`src/rtl/inport_pkg.sv`:
```
// Shared types and status-word layout for the input-port handshake controller.
package inport_pkg;
    typedef enum logic [1:0] {
        IDLE    = 2'd0,
        CAPTURE = 2'd1,
        ACK     = 2'd2,
        ERR     = 2'd3
    } state_t;

    localparam int ST_READY   = 0;
    localparam int ST_ERROR   = 1;
    localparam int ST_CNT_LSB = 8;
endpackage

```
`src/rtl/sync_ff.sv`:
```
// Multi-flop synchroniser for a single asynchronous input, clearable at reset.
module sync_ff #(
    parameter int STAGES = 2
) (
    input  logic clk,
    input  logic rst_n,
    input  logic d,
    output logic q
);
    logic [STAGES-1:0] ff;

    always_ff @(posedge clk or negedge rst_n) begin
        if (!rst_n) ff <= '0;
        else        ff <= {ff[STAGES-2:0], d};
    end

    assign q = ff[STAGES-1];
endmodule

```
`src/rtl/inport_ctrl.sv`:
```
// Four-phase device handshake for the input port register: capture strobe,
// ready/back-pressure, ack timeout, transfer count and status word.
module inport_ctrl
    import inport_pkg::*;
#(
    parameter int SYNC_STAGES    = 2,
    parameter int TIMEOUT        = 255,
    parameter int CNT_WIDTH      = 8,
    parameter int DATA_WIDTH_OUT = 32
) (
    input  logic                      Clock,
    input  logic                      Clear,
    input  logic                      DevReq,
    output logic                      DevAck,
    output logic                      Strobe,
    input  logic                      CpuRead,
    input  logic                      IntEn,
    input  logic                      StatusClr,
    output logic                      Ready,
    output logic                      IntReq,
    output logic [DATA_WIDTH_OUT-1:0] StatusOut
);
    localparam logic [15:0] TMO_LAST = 16'(TIMEOUT - 1);

    state_t               state, nxt;
    logic                 req_s;
    logic [15:0]          timer;
    logic [CNT_WIDTH-1:0] count;
    logic                 ready, error, dev_ack, strobe, int_req;

    sync_ff #(.STAGES(SYNC_STAGES)) u_req_sync (
        .clk   (Clock),
        .rst_n (Clear),
        .d     (DevReq),
        .q     (req_s)
    );

    // A stalled device (ready still set) waits in IDLE without an ack.
    always_comb begin
        nxt = state;
        case (state)
            IDLE:    if (req_s && !ready) nxt = CAPTURE;
            CAPTURE: nxt = ACK;
            ACK:     if (!req_s) nxt = IDLE;
                     else if (timer == TMO_LAST) nxt = ERR;
            ERR:     if (!req_s) nxt = IDLE;
            default: nxt = IDLE;
        endcase
    end

    always_ff @(posedge Clock or negedge Clear) begin
        if (!Clear) begin
            state   <= IDLE;
            timer   <= '0;
            count   <= '0;
            ready   <= 1'b0;
            error   <= 1'b0;
            dev_ack <= 1'b0;
            strobe  <= 1'b0;
            int_req <= 1'b0;
        end else begin
            state   <= nxt;
            strobe  <= (nxt == CAPTURE);
            dev_ack <= (nxt == ACK);
            int_req <= ready & IntEn;
            // Capture has priority over a coincident CPU read.
            if (state == CAPTURE) begin
                ready <= 1'b1;
                count <= count + 1'b1;
                timer <= '0;
            end else begin
                if (CpuRead)       ready <= 1'b0;
                if (state == ACK)  timer <= timer + 16'd1;
            end
            if (state == ACK && nxt == ERR) error <= 1'b1;
            else if (StatusClr)             error <= 1'b0;
        end
    end

    always_comb begin
        StatusOut                           = '0;
        StatusOut[ST_READY]                 = ready;
        StatusOut[ST_ERROR]                 = error;
        StatusOut[ST_CNT_LSB +: CNT_WIDTH]  = count;
    end

    assign DevAck = dev_ack;
    assign Strobe = strobe;
    assign Ready  = ready;
    assign IntReq = int_req;
endmodule

```
`config.mk`:
```
export PLATFORM = sky130hd
export DESIGN_NAME = inport_ctrl
export DESIGN_NICKNAME = d
export VERILOG_FILES = /design/src/rtl/inport_pkg.sv /design/src/rtl/sync_ff.sv /design/src/rtl/inport_ctrl.sv
export SDC_FILE = /design/constraint.sdc
export NUM_CORES = 1
export LEC_CHECK = 0
export CAP_MARGIN = 10
export CELL_PAD_IN_SITES_DETAIL_PLACEMENT = 1
export CELL_PAD_IN_SITES_GLOBAL_PLACEMENT = 1
export CORE_AREA = 2 2 76 78
export DETAILED_ROUTE_END_ITERATION = 16
export DIE_AREA = 0 0 78 80
export GPL_TIMING_DRIVEN = 0
export PLACE_DENSITY = 0.71
export SYNTH_ARGS = -nofsm -noshare
export SYNTH_HDL_FRONTEND = slang
export SYNTH_HIERARCHICAL = 1
export SYNTH_SLANG_ARGS = --single-unit
```
`constraint.sdc`:
```
create_clock -name Clock -period 1.7 [get_ports Clock]
set_clock_uncertainty 0.05 [all_clocks]
set_input_delay 0.255 -clock Clock [delete_from_list [all_inputs] [get_ports Clock]]
set_output_delay 0.255 -clock Clock [all_outputs]
set_load 0.02 [all_outputs]
```
**After elaboration in Yosys (flattened, before gate mapping)**

Cells that the tools add are included.

- Bits in registers: 33
- Output and inout port bits: 36
- Word-level logic and storage cells: 37

- Equality and inequality tests: 7
- Reductions and logical operators: 7
- Add/subtract/negate cells: 2
- Multiplexer cells: 11
- Bitwise gates (word level): 1

Operator list:

| operator | count |
|---|---|
| $mux W16 | 2 |
| $add A16 B1 Y16 const B | 1 |
| $eq A16 B8 Y1 const B | 1 |
| $add A8 B1 Y8 const B | 1 |
| $eq A2 B2 Y1 const B | 4 |
| $mux W2 | 4 |
| $pmux W2 S4 | 1 |
| $reduce_bool A2 Y1 | 3 |
| $eq A2 B1 Y1 const B | 2 |
| $mux W1 | 4 |
| $logic_and A1 B1 Y1 | 2 |
| $logic_not A2 Y1 | 1 |
| $and A1 B1 Y1 | 1 |
| $logic_not A1 Y1 | 1 |

**Depth between registers and ports, before layout**

- Depth in word-level cells: 7
- Gate-level depth with buffers: 8
- Gate-level depth less buffers: 6

**Cells and area by module**

The synthesis kept the hierarchy.

Modules (own cells, without submodules):

| module | times used | area each (µm²) | cells an instance |
|---|---|---|---|
| inport_ctrl | 1 | 1,739.2 | 175 |
| sync_ff | 1 | 50.0 | 2 |

**Worst setup path before layout**

Ideal clock, no wire load.

- Kind: reg-to-reg
- Start point: register state[1]
- End point: register timer[13]
- Required time: 1.572 ns
- Setup slack: -0.154 ns
- Stages on the path, launching flop included: 9
- Path buffers: 2
- Clock period less this slack: 1.854 ns
- Data arrival time: 1.725 ns
- Path through: dfrtp_1 > inv_1 > ha_1 > buf_4 > and4_1 > buf_4 > nand3_1 > or3_1 > a21oi_1

- Cells in the longest elaborated chain, start to end: 2
- Elaborated cells between the ends (all ways): 4
- Those cells by class: eq/ne (2); mux (1); reduce/logical (1)

RTL lines:

| what | RTL line | RTL |
|---|---|---|
| start, declared | inport_ctrl.sv:25 | `state_t state, nxt;` |
| start signal, assigned | inport_ctrl.sv:62 | `state <= nxt;` |
| $eq A2 B1 Y1 or $eq A2 B2 Y1 (tied branches) | inport_ctrl.sv:67, inport_ctrl.sv:73 |  |
| $mux W16 or $reduce_bool A2 Y1 (tied branches) | - |  |
| end signal, assigned | inport_ctrl.sv:73 | `if (state == ACK) timer <= timer + 16'd1;` |
| end, declared | inport_ctrl.sv:27 | `logic [15:0] timer;` |

Several ways; a longest one is shown, not always the timed one.
A chain may end at the register's enable or synchronous reset.

**Worst setup path in the final report**

- Start point: register state[0]
- End point: register timer[15]

The elaborated chain is that of the path after synthesis.

==> run_results.csv <==
group,metric,value,unit
status,status,"finished, violations left",
status,violations,"hold timing",
setup_path,crit_required,1870,ps
setup_path,critPathSlowestCell,"dfrtp_2",
detailed_routing,wl_met3,135,um
detailed_routing,wl_met2,1.870,mm
job,drv_cap,0,
power,p_switching,1.259,mW
power,finalPower,3.417,mW
sta,fin_ws,3.761,ps
power,power_density,1425,nW/um2
finish,areaGrowthSynthToFinish,33.99,%
logic_synthesis,syn_area,1789,um2
logic_synthesis,syn_avg_cell_area,10.11,um2
setup_path,critPathKind,"flip-flop to flip-flop",
setup_path,worstReg2RegEnd,"timer[15]$_DFFE_PN0P_",
setup_path,rr_worst_depth,7,
detailed_routing,firstDrtPassIters,4,
detailed_routing,routed_wl,3.790,mm
finish,insertedDiodeCount,0,
sta,setup_violations,0,
clock_network,cts_root_buffer,"clkbuf_8",
sta,hold_viol,33,
clock_network,cts_max_level,2,
sta,whs,-25.02,ps
global_route,antenna_found_initial,0,
setup_path,critPathLaunchType,"flip-flop",
sta,drv_slew,0,
floorplan,dieWidth,78,um
sta,fin_crit,1696,ps
hold_path,hold_class,"primary input to async pin",
logic_synthesis,synth_compound_area_frac,0.06434,
placement,dp_cells,289,
placement,portBuffers,19,
power,leakagePower,1.161,nW
logic_synthesis,synth.top_cell.area_share,0.4615,
detailed_routing,drc_errors,0,
detailed_routing,met1_length,1.714,mm
floorplan,top_level_ports,42,
power,peakVddDrop,0.7129,mV
setup_path,crit_path_max_incr_delay,410,ps
clock_network,cts_made_buffers,5,
finish,fin_cells,305,
logic_synthesis,yosysUniqueCellTypes,37,
placement,hpwlAfterDp,2.545,mm
setup_path,cp_num_buf_inv,2,
logic_synthesis,synthTopCellsByCount,"dfrtp_1, buf_4, nor2_1",
floorplan,num_rows,27,
setup_path,worstSetupEndpointType,"flip-flop",
setup_path,reg2reg_slack,4,ps
placement,gp_congestion,0.7339,
setup_path,critPathArrivalTime,1870,ps
floorplan,start_util,0.3310,
logic_synthesis,synth_top_family_by_area,"simple AND/OR/NAND/NOR gates",
clock_network,clkSinkCount,33,
logic_synthesis,synth-seq-cells,33,
logic_synthesis,synth_most_common_cell,"dfrtp_1",
logic_synthesis,synth_fa_ha_area_frac,0.04895,
power,power_frac_clock,0.222,
detailed_routing,num_vias,1372,
sta,fmax,0.5895,GHz
logic_synthesis,synthMuxAreaShare,0.02517,
sta,fin_crit_sh,0.9978,
clock_network,path_clk_slew,70,ps
floorplan,die_area,6240,um2
clock_network,cts_max_path_buffers,2,
logic_synthesis,ys_async_sr_fraction,1.000,
logic_synthesis,synth_flop_cell,"dfrtp_1",
sta,rsz0062_at_grt,"yes",
power,combPwrFrac,0.428,
floorplan,core-area,5405,um2
setup_path,cp_max_fo,5,
power,seqPwrFrac,0.350,
logic_synthesis,synth_seq_area_share,0.4615,
finish,n_fill_cell,629,
logic_synthesis,synth_edf_count,0,
detailed_routing,top_layer_used,"met4",
finish,drive_above_1_share,0.2833,
global_route,grt_max_degree,34,
sta,worst_pin_slew,748.4,ps
floorplan,die_h,80,um
clock_network,holdBufCountCts,0,
setup_path,path_cells,"inv_4 > ha_4 > and4_1 > buf_6 > nand3_4 > or3_4 > a21oi_2",
global_route,overflow,0,
global_route,grt_pass1_vias,1475,
detailed_routing,vias_per_cell,4.498,
logic_synthesis,yosysWarnings,6,
logic_synthesis,postSynthCellCount,177,
detailed_routing,drt_iter0_drc,55,
clock_network,insertion_delay,290,ps
placement,preCtsSetupSlack,-249.3,ps
sta,relSlewSlack,0.5011,
clock_network,cts_tree,"built",
power,p_sw_frac,0.3684,
setup_path,r2r-start,"state[0]$_DFF_PN0_",
logic_synthesis,synth.area.top_cells,"dfrtp_1, buf_4, ha_1",
global_route,grt_pass1_wl,6.831,mm
detailed_routing,wire_per_inst,12.43,um
logic_synthesis,synthXorXnorAreaFrac,0.07343,
sta,tns,0,ps
logic_synthesis,synth_top_cell_by_area,"dfrtp_1",
global_route,track_usage,0.1373,
detailed_routing,ant_nets,0,
setup_path,critical-path-top-delay-family,"simple AND/OR/NAND/NOR gates",
logic_synthesis,synthSimpleGateAreaFrac,0.1944,
finish,nets,245,
power,internal_power,2.158,mW
==> metal layers <==
metal	global-route usage	vias up
met2	0.2345	27
li1	-	670
met4	0.04737	0
met5	0	-
met3	0.03054	6
met1	0.1711	669
==> repair_timing <==
action                                  CTS  global route
cloned                                    0             0
gates resized for setup                   6            16
pin swaps                                 4             6
buffers inserted                          8             1
endpoints found under the setup margin   17            19
==> per-stage QoR <==
step / utilization / instance area [um2]
after global placement: 0.4030 / 2178
after floorplan: - / 1898
final: 0.4435 / 2397
after CTS: 0.4345 / 2349
after detailed placement: 0.4021 / 2173
after global routing: 0.4435 / 2397
==> area by class of cell <==
type                       count  area (um2)  area share
buffer                        27       207.7     0.08664
clock buffer                   5       68.82     0.02871
clock inverter                 3       46.29     0.01931
inverter                       8       35.03     0.01461
multi-input combinational    129       858.3      0.3580
sequential                    33       829.5      0.3460
tap                           72       90.09     0.03758
timing repair buffer          28       261.5      0.1091
==> sequential cells by signal, indices dropped and copies added, names as in the netlist <==
signal         flops
IntReq             1
Strobe             1
Ready              1
timer             16
u_req_sync/ff      2
count              8
state              2
error              1
DevAck             1
==> how the worst max path moves through the flow <==
stage                        from                     to  depth (start not counted)
6_report       state[0]$_DFF_PN0_  timer[15]$_DFFE_PN0P_                          7
5_1_grt        state[0]$_DFF_PN0_  timer[14]$_DFFE_PN0P_                          6
4_1_cts        state[0]$_DFF_PN0_  timer[13]$_DFFE_PN0P_                          7
3_5_place_dp   state[1]$_DFF_PN0_  timer[15]$_DFFE_PN0P_                          8
3_3_place_gp                Clear   count[6]$_DFFE_PN0P_                          1
2_1_floorplan  state[1]$_DFF_PN0_  timer[13]$_DFFE_PN0P_                          8
==> power by group through the flow <==
| stage | sequential [mW] | clock [mW] | combinational [mW] |
|---|---|---|---|
| 3_3_place_gp | 1.21 | 0 | 1.30 |
| 4_1_cts | 1.19 | 0.791 | 1.45 |
| 3_5_place_dp | 1.22 | 0 | 1.33 |
| 5_1_grt | 1.24 | 0.819 | 1.63 |
| 2_1_floorplan | 1.29 | 0 | 0.804 |
| 6_report | 1.20 | 0.758 | 1.46 |
==> logic make-up after synthesis <==
logic type      Yosys count
mux                       4
simple gates             62
flops                    33
fa+ha+maj                 7
xor+xnor                 15
buf+inv                  36
compound gates           19
other cells               1
==> cells in the final DEF, fill, tap and decap left out, types with 3 or more instances in the layout <==
| cell | n |
|---|---|
| and2_1 | 3 |
| mux2_2 | 3 |
| nand4_1 | 6 |
| a21oi_1 | 3 |
| o22ai_1 | 4 |
| clkbuf_8 | 5 |
| clkdlybuf4s50_1 | 13 |
| ha_1 | 6 |
| buf_4 | 33 |
| dfrtp_1 | 30 |
| nor2_1 | 15 |
| nand3_2 | 4 |
| dlymetal6s2s_1 | 4 |
| dfrtp_2 | 3 |
| inv_1 | 6 |
| nand2_1 | 12 |
| o21ai_0 | 6 |
| xnor2_1 | 8 |
| conb_1 | 22 |
| xor2_1 | 7 |
==> worst reg2reg max path, stage by stage (launching register included) <==
cell,delay (ps)
dfrtp_2,410
inv_4,50
ha_4,280
and4_1,190
buf_6,120
nand3_4,80
or3_4,340
a21oi_2,110
Power figures use the tool's default switching activity.
